### src/rtl/div_pkg.sv
`default_nettype none
// +----------------------------------------------------------------------+
// | div_pkg : shared FSM state type and constants for the divider.       |
// | Revision: 1.0                                                        |
// +----------------------------------------------------------------------+
package div_pkg;

  localparam int   WIDTH_DEFAULT     = 32;
  // The quotient reported for a zero divisor is this bit replicated across the word.
  localparam logic DIV_ZERO_QUOT_BIT = 1'b1;

  typedef enum logic [1:0] {
    IDLE = 2'd0,
    CALC = 2'd1,
    DONE = 2'd2
  } state_e;

endpackage
`default_nettype wire

### src/rtl/div_sign_fix.sv
`default_nettype none
// +----------------------------------------------------------------------+
// | div_sign_fix : operand magnitudes on entry, result sign fix on exit. |
// | Signed support only when DIV_UNIT_SIGNED_EN is defined.              |
// | Revision: 1.0                                                        |
// +----------------------------------------------------------------------+
module div_sign_fix
  import div_pkg::*;
#(
  parameter int WIDTH = WIDTH_DEFAULT
) (
  input  logic             signed_i,
  input  logic [WIDTH-1:0] src1_i,
  input  logic [WIDTH-1:0] src2_i,
  output logic [WIDTH-1:0] abs1_o,
  output logic [WIDTH-1:0] abs2_o,
  output logic             neg_quot_o,
  output logic             neg_rem_o,
  input  logic [WIDTH-1:0] raw_quot_i,
  input  logic [WIDTH-1:0] raw_rem_i,
  input  logic             neg_quot_i,
  input  logic             neg_rem_i,
  output logic [WIDTH-1:0] quot_o,
  output logic [WIDTH-1:0] rem_o
);

`ifdef DIV_UNIT_SIGNED_EN
  logic s1_neg;
  logic s2_neg;

  assign s1_neg     = signed_i & src1_i[WIDTH-1];
  assign s2_neg     = signed_i & src2_i[WIDTH-1];
  assign abs1_o     = s1_neg ? (~src1_i + 1'b1) : src1_i;
  assign abs2_o     = s2_neg ? (~src2_i + 1'b1) : src2_i;
  // Truncating division: quotient sign from sign mismatch, remainder follows dividend.
  assign neg_quot_o = s1_neg ^ s2_neg;
  assign neg_rem_o  = s1_neg;
  assign quot_o     = neg_quot_i ? (~raw_quot_i + 1'b1) : raw_quot_i;
  assign rem_o      = neg_rem_i ? (~raw_rem_i + 1'b1) : raw_rem_i;
`else
  logic unused_sign;

  assign unused_sign = ^{signed_i, neg_quot_i, neg_rem_i};
  assign abs1_o      = src1_i;
  assign abs2_o      = src2_i;
  assign neg_quot_o  = 1'b0;
  assign neg_rem_o   = 1'b0;
  assign quot_o      = raw_quot_i;
  assign rem_o       = raw_rem_i;
`endif

endmodule
`default_nettype wire

### src/rtl/div_unit.sv
`default_nettype none
// +----------------------------------------------------------------------+
// | div_unit : iterative restoring divider, one quotient bit per cycle.  |
// | Define DIV_UNIT_SIGNED_EN to enable signed (truncating) division.    |
// | Revision: 1.0                                                        |
// +----------------------------------------------------------------------+
module div_unit
  import div_pkg::*;
#(
  parameter int WIDTH = WIDTH_DEFAULT
) (
  input  logic             clk_i,
  input  logic             rst_i,
  input  logic             start_i,
  input  logic             signed_i,
  input  logic [WIDTH-1:0] src1_i,
  input  logic [WIDTH-1:0] src2_i,
  output logic             busy_o,
  output logic             done_o,
  output logic [WIDTH-1:0] quot_o,
  output logic [WIDTH-1:0] rem_o,
  output logic             div_zero_o
);

  localparam int             CNT_W = (WIDTH > 1) ? $clog2(WIDTH) : 1;
  localparam logic [CNT_W-1:0] CNT_LAST = CNT_W'(WIDTH - 1);

  state_e             state_q, state_d;
  logic [CNT_W-1:0]   cnt_q, cnt_d;
  logic [WIDTH-1:0]   rem_acc_q, rem_acc_d;
  logic [WIDTH-1:0]   quo_acc_q, quo_acc_d;
  logic [WIDTH-1:0]   divisor_q, divisor_d;
  logic               neg_quot_q, neg_quot_d;
  logic               neg_rem_q, neg_rem_d;
  logic [WIDTH-1:0]   quot_q, quot_d;
  logic [WIDTH-1:0]   rem_q, rem_d;
  logic               div_zero_q, div_zero_d;

  logic [WIDTH-1:0]   abs1, abs2;
  logic               ent_neg_quot, ent_neg_rem;
  logic [WIDTH:0]     trial;
  logic [WIDTH-1:0]   rem_step, quo_step;
  logic [WIDTH-1:0]   fix_quot, fix_rem;

  div_sign_fix #(
    .WIDTH (WIDTH)
  ) u_sign_fix (
    .signed_i   (signed_i),
    .src1_i     (src1_i),
    .src2_i     (src2_i),
    .abs1_o     (abs1),
    .abs2_o     (abs2),
    .neg_quot_o (ent_neg_quot),
    .neg_rem_o  (ent_neg_rem),
    .raw_quot_i (quo_step),
    .raw_rem_i  (rem_step),
    .neg_quot_i (neg_quot_q),
    .neg_rem_i  (neg_rem_q),
    .quot_o     (fix_quot),
    .rem_o      (fix_rem)
  );

  // A borrow out of the (WIDTH+1)-bit trial subtraction means the divisor did not fit.
  always_comb begin
    trial = {rem_acc_q, quo_acc_q[WIDTH-1]} - {1'b0, divisor_q};
    if (!trial[WIDTH]) begin
      rem_step = trial[WIDTH-1:0];
      quo_step = {quo_acc_q[WIDTH-2:0], 1'b1};
    end else begin
      rem_step = {rem_acc_q[WIDTH-2:0], quo_acc_q[WIDTH-1]};
      quo_step = {quo_acc_q[WIDTH-2:0], 1'b0};
    end
  end

  always_comb begin
    state_d    = state_q;
    cnt_d      = cnt_q;
    rem_acc_d  = rem_acc_q;
    quo_acc_d  = quo_acc_q;
    divisor_d  = divisor_q;
    neg_quot_d = neg_quot_q;
    neg_rem_d  = neg_rem_q;
    quot_d     = quot_q;
    rem_d      = rem_q;
    div_zero_d = div_zero_q;
    unique case (state_q)
      IDLE, DONE: begin
        if (start_i) begin
          div_zero_d = 1'b0;
          neg_quot_d = ent_neg_quot;
          neg_rem_d  = ent_neg_rem;
          if (src2_i == '0) begin
            state_d    = DONE;
            div_zero_d = 1'b1;
            quot_d     = {WIDTH{DIV_ZERO_QUOT_BIT}};
            rem_d      = src1_i;
          end else begin
            state_d   = CALC;
            cnt_d     = '0;
            rem_acc_d = '0;
            quo_acc_d = abs1;
            divisor_d = abs2;
          end
        end else if (state_q == DONE) begin
          state_d = IDLE;
        end
      end
      CALC: begin
        rem_acc_d = rem_step;
        quo_acc_d = quo_step;
        cnt_d     = cnt_q + CNT_W'(1);
        if (cnt_q == CNT_LAST) begin
          state_d = DONE;
          quot_d  = fix_quot;
          rem_d   = fix_rem;
        end
      end
      default: state_d = IDLE;
    endcase
  end

  always_ff @(posedge clk_i or posedge rst_i) begin
    if (rst_i) begin
      state_q    <= IDLE;
      cnt_q      <= '0;
      rem_acc_q  <= '0;
      quo_acc_q  <= '0;
      divisor_q  <= '0;
      neg_quot_q <= 1'b0;
      neg_rem_q  <= 1'b0;
      quot_q     <= '0;
      rem_q      <= '0;
      div_zero_q <= 1'b0;
    end else begin
      state_q    <= state_d;
      cnt_q      <= cnt_d;
      rem_acc_q  <= rem_acc_d;
      quo_acc_q  <= quo_acc_d;
      divisor_q  <= divisor_d;
      neg_quot_q <= neg_quot_d;
      neg_rem_q  <= neg_rem_d;
      quot_q     <= quot_d;
      rem_q      <= rem_d;
      div_zero_q <= div_zero_d;
    end
  end

  assign busy_o     = (state_q == CALC);
  assign done_o     = (state_q == DONE);
  assign quot_o     = quot_q;
  assign rem_o      = rem_q;
  assign div_zero_o = div_zero_q;

endmodule
`default_nettype wire
### config.mk
export PLATFORM = sky130hd
export DESIGN_NAME = div_unit
export DESIGN_NICKNAME = d
export VERILOG_FILES = /design/src/rtl/div_pkg.sv /design/src/rtl/div_sign_fix.sv /design/src/rtl/div_unit.sv
export SDC_FILE = /design/constraint.sdc
export NUM_CORES = 1
export LEC_CHECK = 0
export ABC_CLOCK_PERIOD_IN_PS = 8010
export CELL_PAD_IN_SITES_DETAIL_PLACEMENT = 0
export CELL_PAD_IN_SITES_GLOBAL_PLACEMENT = 1
export CORE_MARGIN = 2
export CORE_UTILIZATION = 30
export DETAILED_ROUTE_END_ITERATION = 7
export HOLD_SLACK_MARGIN = 0.06
export PLACE_DENSITY = 0.64
export SYNTH_ARGS = -nofsm -noshare
export SYNTH_HDL_FRONTEND = slang
export SYNTH_SLANG_ARGS = --single-unit
### constraint.sdc
create_clock -name clk_i -period 8.01 [get_ports clk_i]
set_input_delay 2.0025 -clock clk_i [delete_from_list [all_inputs] [get_ports clk_i]]
set_output_delay 2.0025 -clock clk_i [all_outputs]
set_load 0.005 [all_outputs]
* Word level (Yosys, flattened, before mapping)
Cells that the tools add are included.
Operators by class: add/subtract/negate cells 2, $mul 0, div/mod/pow operators 0, magnitude comparators 0, equal/unequal tests 8, shift operators 0, mux-type cells 25, bitwise operators 1, reduce and logical (&&, ||, !) cells 9
Operator list (number):
- 32-bit two-way mux | 11
- 32-bit one-hot mux with 2 select lines | 4
- 33-bit by 32-bit subtractor with 33-bit output | 1
- 32-bit zero test | 1
- 5-bit two-way mux | 2
- 5-bit one-hot mux with 2 select lines | 1
- 2-bit two-way mux | 4
- 2-bit inequality test, second input constant | 3
- 3-bit AND reduction | 2
- 5-bit by 1-bit adder with 5-bit output, second input constant | 1
- 5-bit equality test, second input constant | 1
- 2-bit one-hot mux with 2 select lines | 1
- 2-bit AND reduction | 2
- 4-bit AND reduction | 1
- 3-bit inequality test, second input constant | 1
- 2-bit by 1-bit equality test with 1-bit output, second input constant | 1
- 2-bit equality test, second input constant | 1
- 2-bit zero test | 1
- 1-bit two-way mux | 2
- 2-bit by 1-bit inequality test with 1-bit output, second input constant | 1
- 2-bit nonzero test | 1
- 2-bit OR reduction | 1
- 1-bit NOT | 1
Word-level totals: register bits after elaboration 168, latch bits 0, memory bits (writable) 0, ROM bits 0, input port bits 68, word-level logic and storage cells 53, memories 0

* Depth between registers and ports, before layout
Gate-level depths: netlist of run 1.
depth after elaboration 4, mapped depth 14, mapped depth without buffers 13

* By module
Synthesis of run 1 repeated with hierarchy kept, for this count alone.
Second synthesis, totals: cell total of the unflattened synthesis 1121, area, all modules 10117.2 um^2
Modules (own cells, without submodules):
- div_unit | instances 1, cells each 990, area each 9137.5 um^2, sequential area each 4254.1 um^2
- div_sign_fix | instances 1, cells each 131, area each 979.7 um^2, sequential area each 0.0 um^2

* Worst setup path after synthesis of run 1
OpenSTA, ideal clock, no wires.
path kind input-to-reg, from in src2_i[25], to reg divisor_q[0], setup time 0.125 ns, data arrival time 3.711 ns, required time 7.885 ns, setup slack 4.174 ns, stages on the path 8, buffers on the path 3, cell sequence nor4_1 nand4_1 nor2_1 or3_1 clkbuf_1 clkbuf_1 buf_2 mux2_2
On the way: cells in the longest elaborated chain, start to end 3
Ends and longest elaborated chain:
- start, declared | RTL line div_unit.sv:17 | input logic [WIDTH-1:0] src2_i,
- 32-bit zero test | RTL line div_unit.sv:92 | if (src2_i == '0) begin
- 1-bit NOT (no line)
- 3-bit AND reduction (no line)
- end signal, assigned | RTL line div_unit.sv:139 | divisor_q <= divisor_d;
- end, declared | RTL line div_unit.sv:32 | logic [WIDTH-1:0] divisor_q, divisor_d;
Every way passes these cells. A chain may end at the register's enable or synchronous reset.

* Worst setup path in the final report of run 1
from in src2_i[1], to reg rem_q[15], in the netlist rem_o[15]
On the way: cells in the longest elaborated chain, start to end 3
Ends and longest elaborated chain:
- 32-bit zero test | RTL line div_unit.sv:92
- 2-bit inequality test (no line)
- 4-bit AND reduction (no line)
- end signal, assigned | RTL line div_unit.sv:143 | rem_q <= rem_d;
- end, declared | RTL line div_unit.sv:36 | logic [WIDTH-1:0] rem_q, rem_d;
Every way passes these cells.

==> results of run 1 <==
-- state kept, by name (all words and copies together) (netlist names) --
signal / cells
rem_acc_q: 32
quot_o: 32
state_q: 2
divisor_q: 32
rem_o: 32
div_zero_o: 1
cnt_q: 5
quo_acc_q: 32
-- layer usage --
metal,vias up,global-route usage [%]
met3,13,2.921
met2,135,23.71
met4,0,3.306
li1,3442,-
met1,3421,25.28
met5,-,0
-- cell families (layout without fill, tap and decap cells) --
| logic type | after synthesis | after routing |
|---|---|---|
| buf+inv | 99 | 222 |
| flops | 168 | 168 |
| mux | 83 | 83 |
| simple gates | 204 | 204 |
| fa+ha+maj | 35 | 35 |
| xor+xnor | 31 | 31 |
| compound gates | 282 | 282 |
-- cell type report --
cell class | instances | area share [%]
clock buffers | 18 | 3.816
well taps | 390 | 4.339
flip-flops and latches | 168 | 37.38
repair buffers | 144 | 12.57
inverters | 46 | 1.580
clock inverters | 14 | 1.391
multi-input cells | 635 | 38.92
-- power groups by stage --
stage	Clock [W]	Sequential (W)	Combinational, W
final	0.000836	0.00155	0.00338
after global placement	0	0.00155	0.00337
after global routing	0.000889	0.00160	0.00380
after CTS	0.000855	0.00155	0.00342
after detailed placement	0	0.00156	0.00340
after floorplan	0	0.00147	0.00249
-- through the flow --
stage	utilization, %	instances	setup WS, ns
2_1_floorplan	-	902	1.461
6_report	38.04	1415	3.396
3_5_place_dp	36.06	1383	2.794
3_3_place_gp	36.06	1383	2.883
5_1_grt	38.04	1415	3.183
4_1_cts	38.04	1415	3.255
-- worst min path at each step --
stage,from,to,depth (start not counted)
after CTS,rem_o[1],rem_o[1],2
after floorplan,cnt_q[2],cnt_q[2],1
after global placement,rem_o[1],rem_o[1],2
final,quot_o[21],quot_o[21],1
after global routing,quot_o[12],quot_o[12],1
after detailed placement,quot_o[12],quot_o[12],1
-- worst max-delay path, delay by kind of cell --
| kind | cells | cell delay, ns |
|---|---|---|
| buffers and inverters | 4 | 1.72 |
| and+or+nand+nor | 4 | 0.98 |
| AOI/OAI and AO/OA | 2 | 0.21 |
-- cell usage in the layout, fill, tap and decap left out, types with 4 or more instances in the layout --
master           instances
a2bb2oi_1                5
clkbuf_16               17
nor3_1                   6
ha_1                    34
a31oi_1                 12
o21a_1                  14
and4_1                   4
nand2_1                117
nor2_1                  24
xor2_1                  14
and3_1                   6
o21ai_0                 80
or3_1                    5
xnor2_1                 16
nor4_1                   9
o22a_1                  39
dfrtp_1                168
clkinvlp_4               4
inv_6                    5
a21oi_1                 60
o21ai_1                 20
clkdlybuf4s50_1        133
a21o_1                  17
mux2_2                  33
nand3_1                 15
inv_8                    4
and2_1                   5
buf_4                   11
inv_1                   43
mux2i_1                 50
==> reports/summary.txt, run 1 <==
cell-internal power - 0.003188 W
standard-cell row count - 63
routability cong. - 0.7986
cell area after synthesis - 8966 um2
core outline area - 29,560 um2
IR drop worst, VDD - 239.3 uV
headroom to the max-slew limit - 48.18%
largest net degree at the start of global routing - 81
share of synthesized area spent on multiplexers - 9.726%
worst clock skew - 0.01138 ns
remaining antenna violation count after routing - 0
arrival time worst endpoint - 4.94 ns
length of routed met3 wiring - 998 um
Max clock buf depth - 2
CP required - 8.33 ns
# Post-CTS Setup Buffers - 0
pwr dens - 512.6 nW/um2
hold violation count in the final report - 0
Compound-Gate Fraction of Synth Area - 20.54%
clock power share - 14.5%
result of the run - finished clean
area share of the largest cell type after synthesis - 46.89%
cts bufs inserted - 17
cell area after placement - 10,660 um2
number of nets at the end of the flow - 1,115
synthesis-stage register bit count - 168
delay of the slowest cell on the worst path - 0.55 ns
Reg power frac - 26.9%
total wire length after detailed routing - 24,930 um
sum of routed wire segments on met1 - 13,230 um
FF/Latch Area - 4204 um2
most repeated cell in the gate-level netlist after synthesis - dfrtp_1
distinct cell type count after synthesis - 57
initial antenna violation count - 0
adder-cell share of the synthesized area - 4.968%
Simple-Gate Fraction of Synth Area - 10.21%
critical-path cell with the highest stage delay - inv_2
endpoint kind of the worst setup timing path - flip-flop
Yosys warning count - 0
y dimension of the die - 176.9 um
uppermost signal routing layer after detailed routing - met4
Tot GR Track Use - 16.37%
CTS Root Buffer Type - clkbuf_16
cell type contributing the most total cell area after synthesis - dfrtp_1
CTS Hold Bufs - 0
number of synthesized flops with an enable pin - 0
final hold slack - 0.4893 ns
net switching fraction of the power - 44.68%
final setup vio count - 0
post-DR vias/cell - 4.955
type of the worst setup path - input port to flip-flop
Lkg Pwr - 4.946 nW
class of the most critical hold timing path - flip-flop to flip-flop
start of the worst register-to-register path - rem_acc_q[22]
launch point of the critical path - src2_i[1]
hpwl dp - 18,090 um
total chip power - 0.005764 W
share of power burned in combinational logic - 58.6%
count of vias placed by the detailed router - 7,011
Post-Syn Area per Cell - 9.940 um2
Reg2Reg Capture Point - rem_o[21]
htree depth - 4
DIE AREA - 31,290 um2
area of the multi-input gates - 4377 um2
Post-Syn Nets - 1,005
post-cts resize count - 0
number of pins with negative max-slew slack in the final report - 0
amount of wire on met2 after detailed routing - 10,520 um
wire length of the first global-routing pass - 39,850 um
unrepaired setup endpoints after global routing - false
cell-by-cell listing of the critical path - clkdlybuf4s50_1 -> nor4_1 -> nand4_1 -> nor4_1 -> buf_4 -> a21oi_2 -> inv_2 -> buf_4 -> nand2_1 -> o22a_1
First-pass DRT Iterations - 4
Main synth FF type - dfrtp_1
I/O pins - 135
Period Utilization, post-route - 57.61%
P&R area growth vs syn - 25.43%
share of synthesized registers carrying an async set or reset - 100.0%
final total negative setup slack - 0 ns
number of cell instances on the worst register-to-register path - 11
clock tree from TritonCTS - built
final worst path period need - 4.614 ns
insertion delay of the later-clocked pin in the worst-skew pair - 0.43 ns
synthesized instance count - 902
Fmax achieved - 216.7 MHz
effective utilization at floorplan - 30.33%
combinational family with the most area after synthesis - compound AO/OA/AOI/OAI gates
crit-path max FO - 38
number of max-cap violations - 0
XOR/XNOR Fraction of Synth Area - 3.238%
IO buf count - 133
largest cells by area after synthesis - dfrtp_1 (47%), mux2i_1 (5.6%), nand2_1 (4.9%)
fraction of final layout cells sized beyond drive strength 1 - 9.561%
portion of the post-synthesis area used by sequential elements - 46.89%
detailed-route DRC error count - 0
clock transition at the register clock pins on the worst setup and hold paths after CTS - 0.07 ns
DRC violation total after the first TritonRoute iteration - 396
via count of the first global-routing pass - 6,875
average wire per cell in the routed design - 17.62 um
final standard cell area without fillers - 11,250 um2
worst reg2reg setup slack - 4.15 ns
sw power - 0.002576 W
die outline width - 176.9 um
actual transition at the worst max-transition pin - 0.7773 ns
Ant. Diodes - 0
commonest cells in the synthesized netlist - dfrtp_1 (168), nand2_1 (117), o21ai_0 (80), a21oi_1 (61), mux2i_1 (50)
TritonCTS sink count - 168
GRT overflow - 0
filler cell count - 3,002
kind of launch point of the worst setup path - input port
crit path capture - rem_o[15]
No activity file was read; power rests on OpenSTA's default activity.
==> run 2, diff against run 1 <==
--- a/config.mk
+++ b/config.mk
@@ -5,7 +5,7 @@
 export SDC_FILE = /design/constraint.sdc
 export NUM_CORES = 1
 export LEC_CHECK = 0
-export ABC_CLOCK_PERIOD_IN_PS = 8010
+export ABC_CLOCK_PERIOD_IN_PS = 4760
 export CELL_PAD_IN_SITES_DETAIL_PLACEMENT = 0
 export CELL_PAD_IN_SITES_GLOBAL_PLACEMENT = 1
 export CORE_MARGIN = 2
==> constraint.sdc (replaced) <==
create_clock -name clk_i -period 4.76 [get_ports clk_i]
set_input_delay 1.19 -clock clk_i [delete_from_list [all_inputs] [get_ports clk_i]]
set_output_delay 1.19 -clock clk_i [all_outputs]
set_load 0.005 [all_outputs]
==> reports/summary.txt, run 2 (synthesis gave the netlist of run 1 again) <==
net switching fraction of the power - 44.07% (-0.61 points)
final total negative setup slack - 0 ns (unchanged)
hpwl dp - 18,230 um (+0.83%)
CP required - 5.08 ns (-3.25 ns)
fraction of final layout cells sized beyond drive strength 1 - 9.922% (+0.36 points)
unrepaired setup endpoints after global routing - false
y dimension of the die - 176.9 um (unchanged)
headroom to the max-slew limit - 45.91% (-2.3 points)
First-pass DRT Iterations - 5 (+1)
die outline width - 176.9 um (unchanged)
CTS Root Buffer Type - clkbuf_16
average wire per cell in the routed design - 17.56 um (-0.34%)
commonest non-fill, non-tap cell in the layout - dfrtp_1
final critical-path setup slack - 1.208 ns (-2.187 ns)
sw power - 0.004315 W (+68%)
routability cong. - 0.8086 (+1.3%)
cts bufs inserted - 17 (unchanged)
pwr dens - 863.1 nW/um2 (+68%)
clock transition at the register clock pins on the worst setup and hold paths after CTS - 0.07 ns (about the same)
class of the most critical hold timing path - flip-flop to flip-flop
I/O pins - 135 (unchanged)
leading cell types in the layout, fill and taps excluded - dfrtp_1 (168), clkdlybuf4s50_1 (133), nand2_1 (117), o21ai_0 (80), a21oi_1 (60)
start of the worst register-to-register path - quo_acc_q[31]
Tot GR Track Use - 16.24% (-0.13 points)
endpoint kind of the worst setup timing path - flip-flop
Reg power frac - 26.6% (-0.3 points)
final setup vio count - 0 (unchanged)
clock tree from TritonCTS - built
standard-cell row count - 63 (unchanged)
core outline area - 29,560 um2 (unchanged)
count of vias placed by the detailed router - 6,986 (-0.36%)
delay of the slowest cell on the worst path - 0.48 ns (-0.07 ns)
Period Utilization, post-route - 74.61%
DIE AREA - 31,290 um2 (unchanged)
IR drop worst, VDD - 500.5 uV (+110%)
final worst path period need - 3.552 ns
actual transition at the worst max-transition pin - 0.8097 ns (+0.03236 ns)
Fmax achieved - 281.6 MHz
share of power burned in combinational logic - 58.9% (+0.3 points)
Critical Path Most Common Cell - inv_1
worst-case setup slack after placement - 0.8778 ns (-1.916 ns)
detailed-route DRC error count - 0 (unchanged)
total wire length after detailed routing - 24,890 um (-0.13%)
result of the run - finished clean
type of the worst setup path - flip-flop to flip-flop
kind of launch point of the worst setup path - flip-flop
IO buf count - 133 (unchanged)
DRC violation total after the first TritonRoute iteration - 322 (-19%)
hold violation count in the final report - 0 (unchanged)
Max clock buf depth - 2 (unchanged)
wire length of the first global-routing pass - 39,540 um (-0.80%)
initial antenna violation count - 0 (unchanged)
post-DR vias/cell - 4.927 (-0.57%)
effective utilization at floorplan - 30.33% (unchanged)
# Post-CTS Setup Buffers - 0 (unchanged)
arrival time worst endpoint - 3.87 ns (-1.07 ns)
CTS Hold Bufs - 0 (unchanged)
insertion delay of the later-clocked pin in the worst-skew pair - 0.43 ns (about the same)
crit-path max FO - 37 (-2.6%)
TritonCTS sink count - 168 (unchanged)
htree depth - 4 (unchanged)
number of nets at the end of the flow - 1,119 (+0.36%)
number of pins with negative max-slew slack in the final report - 0 (unchanged)
cell-internal power - 0.005476 W (+72%)
number of max-cap violations - 0 (unchanged)
worst clock skew - 0.009782 ns (-0.001600 ns)
remaining antenna violation count after routing - 0 (unchanged)
post-cts resize count - 0 (unchanged)
Ant. Diodes - 0 (unchanged)
clock power share - 14.5% (about the same)
cell-by-cell listing of the critical path - inv_1 -> ha_1 -> inv_1 -> fa_1 -> nand3_2 -> a211oi_2 -> o21ba_2 -> o211ai_2 -> a31oi_4 -> xor2_4 -> buf_12 -> mux2i_1 -> o21ai_1 -> o21a_1
hold path start - rem_o[18]
launch point of the critical path - quo_acc_q[31]
largest net degree at the start of global routing - 69 (-15%)
GRT overflow - 0 (unchanged)
P&R area growth vs syn - 26.53%
via count of the first global-routing pass - 6,934 (+0.86%)
critical-path cell with the highest stage delay - xor2_4
Lkg Pwr - 4.999 nW (+1.1%)
## run 2: path summary, 6_finish.rpt
kind / end / slack [ns] / cells past startpoint
max: rem_o[21] / 1.21 / 14
min: rem_o[18] / 0.49 / 2
max reg2reg: rem_o[21] / 1.21 / 14
min reg2reg: rem_o[18] / 0.49 / 2
max in group asynchronous: rem_acc_q[20] / 2.72 / 3
min in group asynchronous: quot_o[11] / 1.26 / 2
## run 2: critical path: cells and delay by family, from the launching register on
family                     cells  cell delay (ns)
adders and majority gates      2             0.58
buffers and inverters          3             0.42
DFF                            1             0.42
AOI/OAI and AO/OA              6             0.99
and+or+nand+nor                1             0.11
xor gates and xnor gates       1             0.48
muxes                          1             0.42
## run 2: routing by layer
layer	wire (um)	GRT usage (%)	up-vias
li1	-	-	3450
met1	13020	25.00	3379
met2	10450	23.31	153
met3	1330	3.479	4
met4	93	2.996	0
met5	0	0	-
## run 2: power by group through the flow
stage | logic (W) | clock network (W) | registers (W)
after floorplan | 0.00419 | 0 | 0.00248
after global placement | 0.00574 | 0 | 0.00262
after detailed placement | 0.00580 | 0 | 0.00264
after CTS | 0.00581 | 0.00147 | 0.00261
after global routing | 0.00644 | 0.00152 | 0.00270
final | 0.00576 | 0.00142 | 0.00260
## run 2: final cells by class
class | instances | area, um2
repair buffers | 148 | 1506
well taps | 390 | 488.0
fillers | 2992 | 18220
multi-input cells | 635 | 4377
clock inverters | 13 | 153.9
inverters | 46 | 176.4
flip-flops and latches | 168 | 4204
clock buffers | 18 | 439.2
## run 2: per-stage QoR
stage	total power, W	hold WS, ns	cell area, um2	utilization [%]	std cells
after floorplan	0.006673	0.4647	8970	-	902
after global placement	0.008367	0.4721	10750	36.37	1387
after detailed placement	0.008435	0.4793	10750	36.37	1387
after CTS	0.009894	0.4952	11340	38.38	1418
after global routing	0.01067	0.5088	11340	38.38	1418
final	0.009791	0.4884	11340	38.38	1418
==> run 3, diff against run 2 <==
--- a/config.mk
+++ b/config.mk
@@ -5,14 +5,14 @@
 export SDC_FILE = /design/constraint.sdc
 export NUM_CORES = 1
 export LEC_CHECK = 0
-export ABC_CLOCK_PERIOD_IN_PS = 4760
+export ABC_CLOCK_PERIOD_IN_PS = 2950
 export CELL_PAD_IN_SITES_DETAIL_PLACEMENT = 0
 export CELL_PAD_IN_SITES_GLOBAL_PLACEMENT = 1
 export CORE_MARGIN = 2
 export CORE_UTILIZATION = 30
 export DETAILED_ROUTE_END_ITERATION = 7
 export HOLD_SLACK_MARGIN = 0.06
-export PLACE_DENSITY = 0.64
+export PLACE_DENSITY = 0.67
 export SYNTH_ARGS = -nofsm -noshare
 export SYNTH_HDL_FRONTEND = slang
 export SYNTH_SLANG_ARGS = --single-unit
==> constraint.sdc (replaced) <==
create_clock -name clk_i -period 2.95 [get_ports clk_i]
set_input_delay 0.7375 -clock clk_i [delete_from_list [all_inputs] [get_ports clk_i]]
set_output_delay 0.7375 -clock clk_i [all_outputs]
set_load 0.005 [all_outputs]
==> reports/summary.txt, run 3 (synthesis gave the netlist of run 1 again) <==
clock transition at the register clock pins on the worst setup and hold paths after CTS - 0.07 ns (about the same)
I/O pins - 135 (unchanged)
die outline width - 176.9 um (unchanged)
First-pass DRT Iterations - 4 (-1)
hpwl dp - 19,540 um (+7.1%)
final worst path period need - 2.907 ns (-0.6447 ns)
delay of the slowest cell on the worst path - 0.42 ns (-0.06 ns)
Tot GR Track Use - 16.76% (+0.53 points)
critical-path cell with the highest stage delay - dfrtp_1
Max clock buf depth - 2 (unchanged)
Critical Path Most Common Cell - a21oi_2
CTS Hold Bufs - 0 (unchanged)
insertion delay of the later-clocked pin in the worst-skew pair - 0.42 ns (about the same)
standard-cell row count - 63 (unchanged)
clock tree from TritonCTS - built
cell-by-cell listing of the critical path - ha_1 -> a21oi_2 -> o211ai_1 -> a221o_1 -> a31o_2 -> a21oi_2 -> a211oi_1 -> or3_1 -> a31oi_1 -> buf_4 -> o21ai_0
IR drop worst, VDD - 998.1 uV (+99%)
unrepaired setup endpoints after global routing - true
class of the most critical hold timing path - flip-flop to flip-flop
routability cong. - 0.8541 (+5.6%)
initial antenna violation count - 0 (unchanged)
detailed-route DRC error count - 0 (unchanged)
count of vias placed by the detailed router - 7,499 (+7.3%)
via count of the first global-routing pass - 7,421 (+7.0%)
number of pins with negative max-slew slack in the final report - 0 (unchanged)
cts bufs inserted - 17 (unchanged)
Lkg Pwr - 5.559 nW (+11%)
worst clock skew - 0.01196 ns (+0.002181 ns)
total chip power - 0.01843 W (+88%)
IO buf count - 133 (unchanged)
hold violation count in the final report - 0 (unchanged)
worst-case setup slack after placement - -0.1829 ns (-1.061 ns)
GRT overflow - 0 (unchanged)
remaining antenna violation count after routing - 0 (unchanged)
average wire per cell in the routed design - 16.68 um (-5.0%)
crit-path max FO - 3 (-92%)
leading cell types in the layout, fill and taps excluded - dfrtp_1 (168), clkdlybuf4s50_1 (133), nand2_1 (117), buf_4 (112), o21ai_0 (75)
actual transition at the worst max-transition pin - 0.7215 ns (-0.08816 ns)
largest net degree at the start of global routing - 69 (unchanged)
arrival time worst endpoint - 3.18 ns (-0.69 ns)
final total negative setup slack - 0 ns (unchanged)
core outline area - 29,560 um2 (unchanged)
post-DR vias/cell - 4.901 (-0.51%)
number of nets at the end of the flow - 1,230 (+9.9%)
htree depth - 4 (unchanged)
Ant. Diodes - 0 (unchanged)
commonest non-fill, non-tap cell in the layout - dfrtp_1
y dimension of the die - 176.9 um (unchanged)
number of max-cap violations - 0 (unchanged)
TritonCTS sink count - 168 (unchanged)
result of the run - finished clean
type of the worst setup path - flip-flop to flip-flop
endpoint kind of the worst setup timing path - flip-flop
final critical-path setup slack - 0.04318 ns (-1.165 ns)
DRC violation total after the first TritonRoute iteration - 380 (+18%)
CTS Root Buffer Type - clkbuf_16
effective utilization at floorplan - 30.33% (unchanged)
total wire length after detailed routing - 25,510 um (+2.5%)
headroom to the max-slew limit - 51.90% (+6.0 points)
DIE AREA - 31,290 um2 (unchanged)
Period Utilization, post-route - 98.54% (+24 points)
wire length of the first global-routing pass - 41,100 um (+4.0%)
pwr dens - 1473 nW/um2 (+71%)
fraction of final layout cells sized beyond drive strength 1 - 22.11% (+12 points)
kind of launch point of the worst setup path - flip-flop
final setup vio count - 0 (unchanged)
CP required - 3.23 ns (-1.85 ns)
Fmax achieved - 344.0 MHz (+22%)
P&R area growth vs syn - 39.56%
[run 3: final cells by class]
class	count	area, um2
fill	2857	17050
multi-input combinational	635	4599
sequential	168	4204
timing repair buffer	259	2439
tap	390	488.0
clock buffer	18	429.2
clock inverter	14	177.7
inverter	46	176.4
[run 3: power by group]
group	total, W	switching [W]	internal (W)
Combinational	0.0119	0.00589	0.00598
Sequential	0.00423	0.000822	0.00341
Clock	0.00232	0.00104	0.00129
Total	0.0184	0.00775	0.0107
[run 3: path summary, 6_finish.rpt]
path | startpoint | end | slack, ns | depth (start not counted)
max | rem_acc_q[11] | rem_acc_q[25] | 0.04 | 11
max reg2reg | rem_acc_q[11] | rem_acc_q[25] | 0.04 | 11
min in group asynchronous | rst_i | quot_o[11] | 0.76 | 2
min reg2reg | quot_o[22] | quot_o[22] | 0.49 | 1
max in group asynchronous | rst_i | rem_o[21] | 1.55 | 3
min | quot_o[22] | quot_o[22] | 0.49 | 1
[run 3: timing repair]
action / 4_1_cts / 5_1_grt
pin swaps: 9 / 8
gates cloned: 1 / 0
endpoints found under the setup margin: 29 / 64
setup buffers: 3 / 4
hold endpoints to repair: 0 / 0
resized for setup: 18 / 36
[run 3: per-stage QoR]
stage,util (%),hold WS (ns),cells,cell area [um2]
2_1_floorplan,-,0.4647,902,8970
3_5_place_dp,39.34,0.4773,1492,11630
6_report,42.33,0.4886,1530,12510
4_1_cts,41.82,0.4927,1528,12360
5_1_grt,42.33,0.4973,1530,12510
3_3_place_gp,39.34,0.4721,1492,11630
[run 3: critical path, delay by kind of cell, from the launching register on]
family                     cells  cell delay [ns]
AOI/OAI and AO/OA              8             1.51
DFF                            1             0.42
buffers and inverters          1             0.16
and+or+nand+nor                1             0.33
adders and majority gates      1             0.35
[run 3: routing by layer]
layer / vias to the layer above / GRT usage [%] / wire, um / part of all wire [%]
li1: 3697 / - / - / -
met1: 3656 / 25.28 / 13370 / 52
met2: 139 / 25.02 / 10970 / 43
met3: 7 / 3.243 / 1044 / 4.1
met4: 0 / 2.996 / 131 / 0.51
met5: - / 0 / 0 / 0
